**config.mk**
```make
export PLATFORM = sky130hd
export DESIGN_NAME = fetch_line_buffer
export DESIGN_NICKNAME = d
export VERILOG_FILES = /design/src/rtl/fetch_line_buffer.sv
export SDC_FILE = /design/constraint.sdc
export NUM_CORES = 1
export LEC_CHECK = 0
export ABC_AREA = 1
export BUFFER_PORTS_ARGS = -buffer_cell sky130_fd_sc_hd__buf_2
export CAP_MARGIN = 20
export CORE_ASPECT_RATIO = 0.7
export CORE_MARGIN = 3
export CORE_UTILIZATION = 57
export CTS_CLUSTER_DIAMETER = 200
export DETAILED_ROUTE_END_ITERATION = 6
export PLACE_DENSITY = 0.92
export SYNTH_ARGS = -nofsm -noshare
export SYNTH_HDL_FRONTEND = slang
export SYNTH_SLANG_ARGS = --single-unit
export TNS_END_PERCENT = 10
```
**constraint.sdc**
```tcl
create_clock -name clk -period 13.2 [get_ports clk]
set_input_delay 1.32 -clock clk [delete_from_list [all_inputs] [get_ports clk]]
set_output_delay 1.32 -clock clk [all_outputs]
set_load 0.01 [all_outputs]
```
**src/rtl/fetch_line_buffer.sv**
```systemverilog
// Instruction fetch front end: buffers one 4-word memory line, issues its words
// through a valid/ready handshake and prefetches the following line.
module fetch_line_buffer #(
   parameter logic [31:0] RESET_PC = 32'h0000_0000
) (
   input  logic         clk,
   input  logic         rst,
   output logic [31:0]  MEM_ADDRESS,
   input  logic [127:0] MEM_LINE,
   input  logic         REDIRECT,
   input  logic [31:0]  REDIRECT_PC,
   output logic [31:0]  INSTR,
   output logic [31:0]  INSTR_PC,
   output logic         INSTR_VALID,
   input  logic         INSTR_READY
);

   typedef enum logic [1:0] {FETCH, WAIT, ISSUE} state_t;

   state_t       state, state_next;
   logic [29:0]  line, line_next;
   logic [1:0]   slot, slot_next;
   logic [1:0]   start_slot, start_slot_next;
   logic [127:0] buffer, buffer_next;
   logic         pf_ready, pf_ready_next;
   logic         handshake;

   assign handshake = (state == ISSUE) && INSTR_READY;

   always_ff @(posedge clk or posedge rst) begin
      if (rst) begin
         state      <= FETCH;
         line       <= RESET_PC[31:2];
         start_slot <= RESET_PC[1:0];
         slot       <= 2'd0;
         buffer     <= '0;
         pf_ready   <= 1'b0;
      end else begin
         state      <= state_next;
         line       <= line_next;
         start_slot <= start_slot_next;
         slot       <= slot_next;
         buffer     <= buffer_next;
         pf_ready   <= pf_ready_next;
      end
   end

   // A redirect overrides everything, including a handshake in the same cycle.
   always_comb begin
      state_next      = state;
      line_next       = line;
      start_slot_next = start_slot;
      slot_next       = slot;
      buffer_next     = buffer;
      pf_ready_next   = pf_ready;
      if (REDIRECT) begin
         line_next       = REDIRECT_PC[31:2];
         start_slot_next = REDIRECT_PC[1:0];
         pf_ready_next   = 1'b0;
         state_next      = FETCH;
      end else begin
         case (state)
            FETCH: state_next = WAIT;
            WAIT: begin
               buffer_next   = MEM_LINE;
               slot_next     = start_slot;
               pf_ready_next = 1'b0;
               state_next    = ISSUE;
            end
            ISSUE: begin
               pf_ready_next = 1'b1;
               if (handshake) begin
                  if (slot != 2'd3) begin
                     slot_next = slot + 2'd1;
                  end else if (pf_ready) begin
                     buffer_next   = MEM_LINE;
                     line_next     = line + 30'd1;
                     slot_next     = 2'd0;
                     pf_ready_next = 1'b0;
                  end else begin
                     // Prefetch not back yet: refetch the next line through WAIT.
                     line_next       = line + 30'd1;
                     start_slot_next = 2'd0;
                     pf_ready_next   = 1'b0;
                     state_next      = WAIT;
                  end
               end
            end
            default: state_next = FETCH;
         endcase
      end
   end

   assign INSTR_VALID = (state == ISSUE);
   assign MEM_ADDRESS = {2'b00, ((state == ISSUE) ? (line + 30'd1) : line)};
   assign INSTR       = INSTR_VALID ? buffer[{slot, 5'd0} +: 32] : 32'd0;
   assign INSTR_PC    = INSTR_VALID ? {line, slot} : 32'd0;

endmodule

```
==> load_flow_metrics.sql <==
INSERT INTO impl_metrics (metric_group, metric, value, unit) VALUES
('sta', 'whs', '0.5074', 'ns'),
('detailed_routing', 'detail_route.iter0.violations', '869', ''),
('floorplan', 'floorplan.initialDensity', '0.5915', ''),
('pwr', 'finalPower', '1832', 'uW'),
('yosys', 'seq_area_frac_synth', '0.4435', ''),
('sta', 'timing.slew.headroom', '0.2654', ''),
('worst_setup_path', 'cp_max_fo', '118', ''),
('clocking', 'ctsLongestPathBuffers', '2', ''),
('floorplan', 'core_area', '15740', 'um2'),
('sta', 'fmax', '262.4', 'MHz'),
('finish', 'register_area', '4134', 'um2'),
('finish', 'final_util', '0.7105', ''),
('clocking', 'cts_buffers', '17', ''),
('worst_setup_path', 'start_kind', 'flop', ''),
('sta', 'final_hold_fails', '0', ''),
('detailed_routing', 'vias_per_cell', '5.377', ''),
('detailed_routing', 'drt-total-wl', '25470', 'um'),
('pwr', 'static-leakage-power', '0.005947', 'uW'),
('global_route', 'remaining_global_route_overflow', '0', ''),
('finish', 'nNetsFinal', '1532', ''),
('pwr', 'p_seq_frac', '0.416', ''),
('floorplan', 'fp.dieW', '158.7', 'um'),
('yosys', 'syn_inst', '1143', ''),
('pwr', 'internal_power', '1180', 'uW'),
('worst_setup_path', 'critical_path.endpoint_type', 'primary output', ''),
('clocking', 'ctsHtreeMaxLevel', '4', ''),
('detailed_routing', 'routedLengthMet1', '10760', 'um'),
('clocking', 'cts_setup_buffers', '0', ''),
('detailed_routing', 'dr.max_layer_used', 'met4', ''),
('sta', 'post-route-min-period', '3.811', 'ns'),
('finish', 'layout.cells.most_common', 'sky130_fd_sc_hd__nand2_1', ''),
('detailed_routing', 'drc_errors', '0', ''),
('finish', 'n_antenna_cell', '0', ''),
('floorplan', 'floorplan.die.height', '112.9', 'um'),
('worst_setup_path', 'worst-endpoint-arrival', '2.49', 'ns'),
('global_route', 'grt_start_max_net_pins', '119', ''),
('detailed_routing', 'route.met2.wl', '11860', 'um'),
('pwr', 'power_density', '163.8', 'nW/um2'),
('sta', 'worst_clock_skew', '0.01188', 'ns'),
('pwr', 'switching_share', '0.3561', ''),
('yosys', 'synth.top_cells.by_area', 'sky130_fd_sc_hd__dfrtp_1, sky130_fd_sc_hd__nand2_1, sky130_fd_sc_hd__mux2_4', ''),
('floorplan', 'fp.dieArea', '17930', 'um2'),
('worst_hold_path', 'hold_crit_path_type', 'reg2reg', ''),
('yosys', 'yosys_register_bits', '165', ''),
('pwr', 'vdd_drop_max', '0.00009456', 'V'),
('clocking', 'tritoncts_clock_tree', 'yes', ''),
('finish', 'multi_input_comb_area', '4210', 'um2'),
('sta', 'timing.final.max_slew_violations', '0', ''),
('detailed_routing', 'route.antenna.remaining_nets', '0', ''),
('status', 'outcome', 'completed', ''),
('global_route', 'global_route_wire_length_before_repair', '40810', 'um'),
('floorplan', 'placement_rows', '38', ''),
('finish', 'synthToLayoutAreaGrowth', '20.12', '%'),
('detailed_routing', 'vias', '8576', ''),
('floorplan', 'number_of_i_o_pins', '261', ''),
('pwr', 'netSwitchingPower', '652.5', 'uW'),
('finish', 'most-common-layout-cells', 'sky130_fd_sc_hd__nand2_1, sky130_fd_sc_hd__buf_2, sky130_fd_sc_hd__dfrtp_1', ''),
('clocking', 'ctsResizeCount', '0', ''),
('pwr', 'combinationalPowerShare', '0.317', ''),
('clocking', 'clock_latency', '0.42', 'ns'),
('sta', 'setup_total_negative_slack', '0', 'ns'),
('pwr', 'clockPowerShare', '0.267', ''),
('yosys', 'synth_warnings', '0', ''),
('sta', 'layout_worst_path_cycle_share', '0.2887', ''),
('detailed_routing', 'drt-wirelength-per-cell', '15.97', 'um'),
('placed_design', 'dp_slack', '8.878', 'ns'),
('detailed_routing', 'detailedRoute.firstPassIterationCount', '6', ''),
('flow_run', 'max_cap_violations', '0', ''),
('worst_setup_path', 'worst-setup-path-type', 'reg2out', ''),
('global_route', 'grt_use_total', '0.2818', ''),
('clocking', 'cts_num_sinks', '165', '');
[synthesized netlist by cell type]
| cell | instances |
|---|---|
| sky130_fd_sc_hd__o21ai_4 | 1 |
| sky130_fd_sc_hd__buf_12 | 5 |
| sky130_fd_sc_hd__nand2_1 | 342 |
| sky130_fd_sc_hd__inv_1 | 154 |
| sky130_fd_sc_hd__buf_4 | 5 |
| sky130_fd_sc_hd__nor2_2 | 2 |
| sky130_fd_sc_hd__nor4_1 | 1 |
| sky130_fd_sc_hd__mux2_4 | 52 |
| sky130_fd_sc_hd__nand3_2 | 1 |
| sky130_fd_sc_hd__conb_1 | 1 |
| sky130_fd_sc_hd__buf_1 | 8 |
| sky130_fd_sc_hd__nand3_1 | 27 |
| sky130_fd_sc_hd__o221ai_1 | 1 |
| sky130_fd_sc_hd__and2_1 | 3 |
| sky130_fd_sc_hd__mux2_2 | 12 |
| sky130_fd_sc_hd__inv_4 | 1 |
| sky130_fd_sc_hd__ha_1 | 6 |
| sky130_fd_sc_hd__nor2_1 | 40 |
| sky130_fd_sc_hd__buf_6 | 2 |
| sky130_fd_sc_hd__a31oi_1 | 1 |
| sky130_fd_sc_hd__nor2_4 | 5 |
| sky130_fd_sc_hd__clkbuf_1 | 27 |
| sky130_fd_sc_hd__a31o_2 | 1 |
| sky130_fd_sc_hd__a22o_1 | 10 |
| sky130_fd_sc_hd__a21oi_1 | 67 |
| sky130_fd_sc_hd__xor2_1 | 15 |
| sky130_fd_sc_hd__a21oi_2 | 1 |
| sky130_fd_sc_hd__o211ai_1 | 38 |
| sky130_fd_sc_hd__buf_2 | 20 |
| sky130_fd_sc_hd__nand2_2 | 2 |
| sky130_fd_sc_hd__dfrtp_1 | 165 |
| sky130_fd_sc_hd__nor3_1 | 1 |
| sky130_fd_sc_hd__o21ai_0 | 126 |
[kinds of logic (layout without fill, tap and decap cells)]
kind of cell,count (synthesis),after routing,synth area share
simple gates,424,424,0.1816
compound gates,246,246,0.1491
buf+inv,222,453,0.1048
flops,165,165,0.4435
mux,64,64,0.09839
xor+xnor,15,15,0.01411
fa+ha+maj,6,6,0.008064
other cells,1,2,0.0004028
[power groups by stage]
stage	combinational, uW	clock, uW	sequential (uW)
after global routing	652	517	779
after CTS	579	494	760
after detailed placement	572	0	765
final	582	489	762
after global placement	545	0	754
after floorplan	455	0	732
[through the flow]
step / instances / area [um2]
6_report: 1595 / 11180
2_1_floorplan: 1144 / 9313
5_1_grt: 1595 / 11180
3_5_place_dp: 1561 / 10550
4_1_cts: 1593 / 11130
3_3_place_gp: 1561 / 10550
[area by class of cell]
| class | count | area share |
|---|---|---|
| clock inverters | 14 | 0.01432 |
| clock buffers | 18 | 0.03838 |
| flip-flops and latches | 165 | 0.3697 |
| repair buffers | 266 | 0.1238 |
| well taps | 220 | 0.02462 |
| inverters | 155 | 0.05270 |
| multi-input cells | 757 | 0.3765 |
[flip-flops by register name, indices dropped and copies added, names as in the netlist]
signal      cells
buffer        128
pf_ready        1
slot            2
state           2
line           30
start_slot      2
[metal layers]
layer	vias to the layer above	global-route usage
li1	4092	-
met1	4014	0.3820
met2	417	0.4468
met3	53	0.08342
met4	0	0.07988
met5	-	0
[path summary, 6_finish.rpt]
| kind | start | end | slack, ns | cells past startpoint |
|---|---|---|---|---|
| worst max-delay path | slot[0] | INSTR[13] | 9.39 | 5 |
| min in group asynchronous | rst | buffer[5] | 1.05 | 2 |
| worst max register to register | state[0] | buffer[14] | 9.65 | 9 |
| worst min register to register | buffer[12] | buffer[12] | 0.51 | 1 |
| max in group asynchronous | rst | buffer[18] | 10.88 | 4 |
| worst min-delay path | buffer[12] | buffer[12] | 0.51 | 1 |
[critical path: stages, from the launching register on]
cell                       delay [ns]
sky130_fd_sc_hd__dfrtp_4         0.51
sky130_fd_sc_hd__buf_4           0.83
sky130_fd_sc_hd__nand2_1         0.20
sky130_fd_sc_hd__o211ai_1        0.18
sky130_fd_sc_hd__a21oi_1         0.13
sky130_fd_sc_hd__buf_2           0.19
Note: power is estimated with default switching activity, not from simulation.
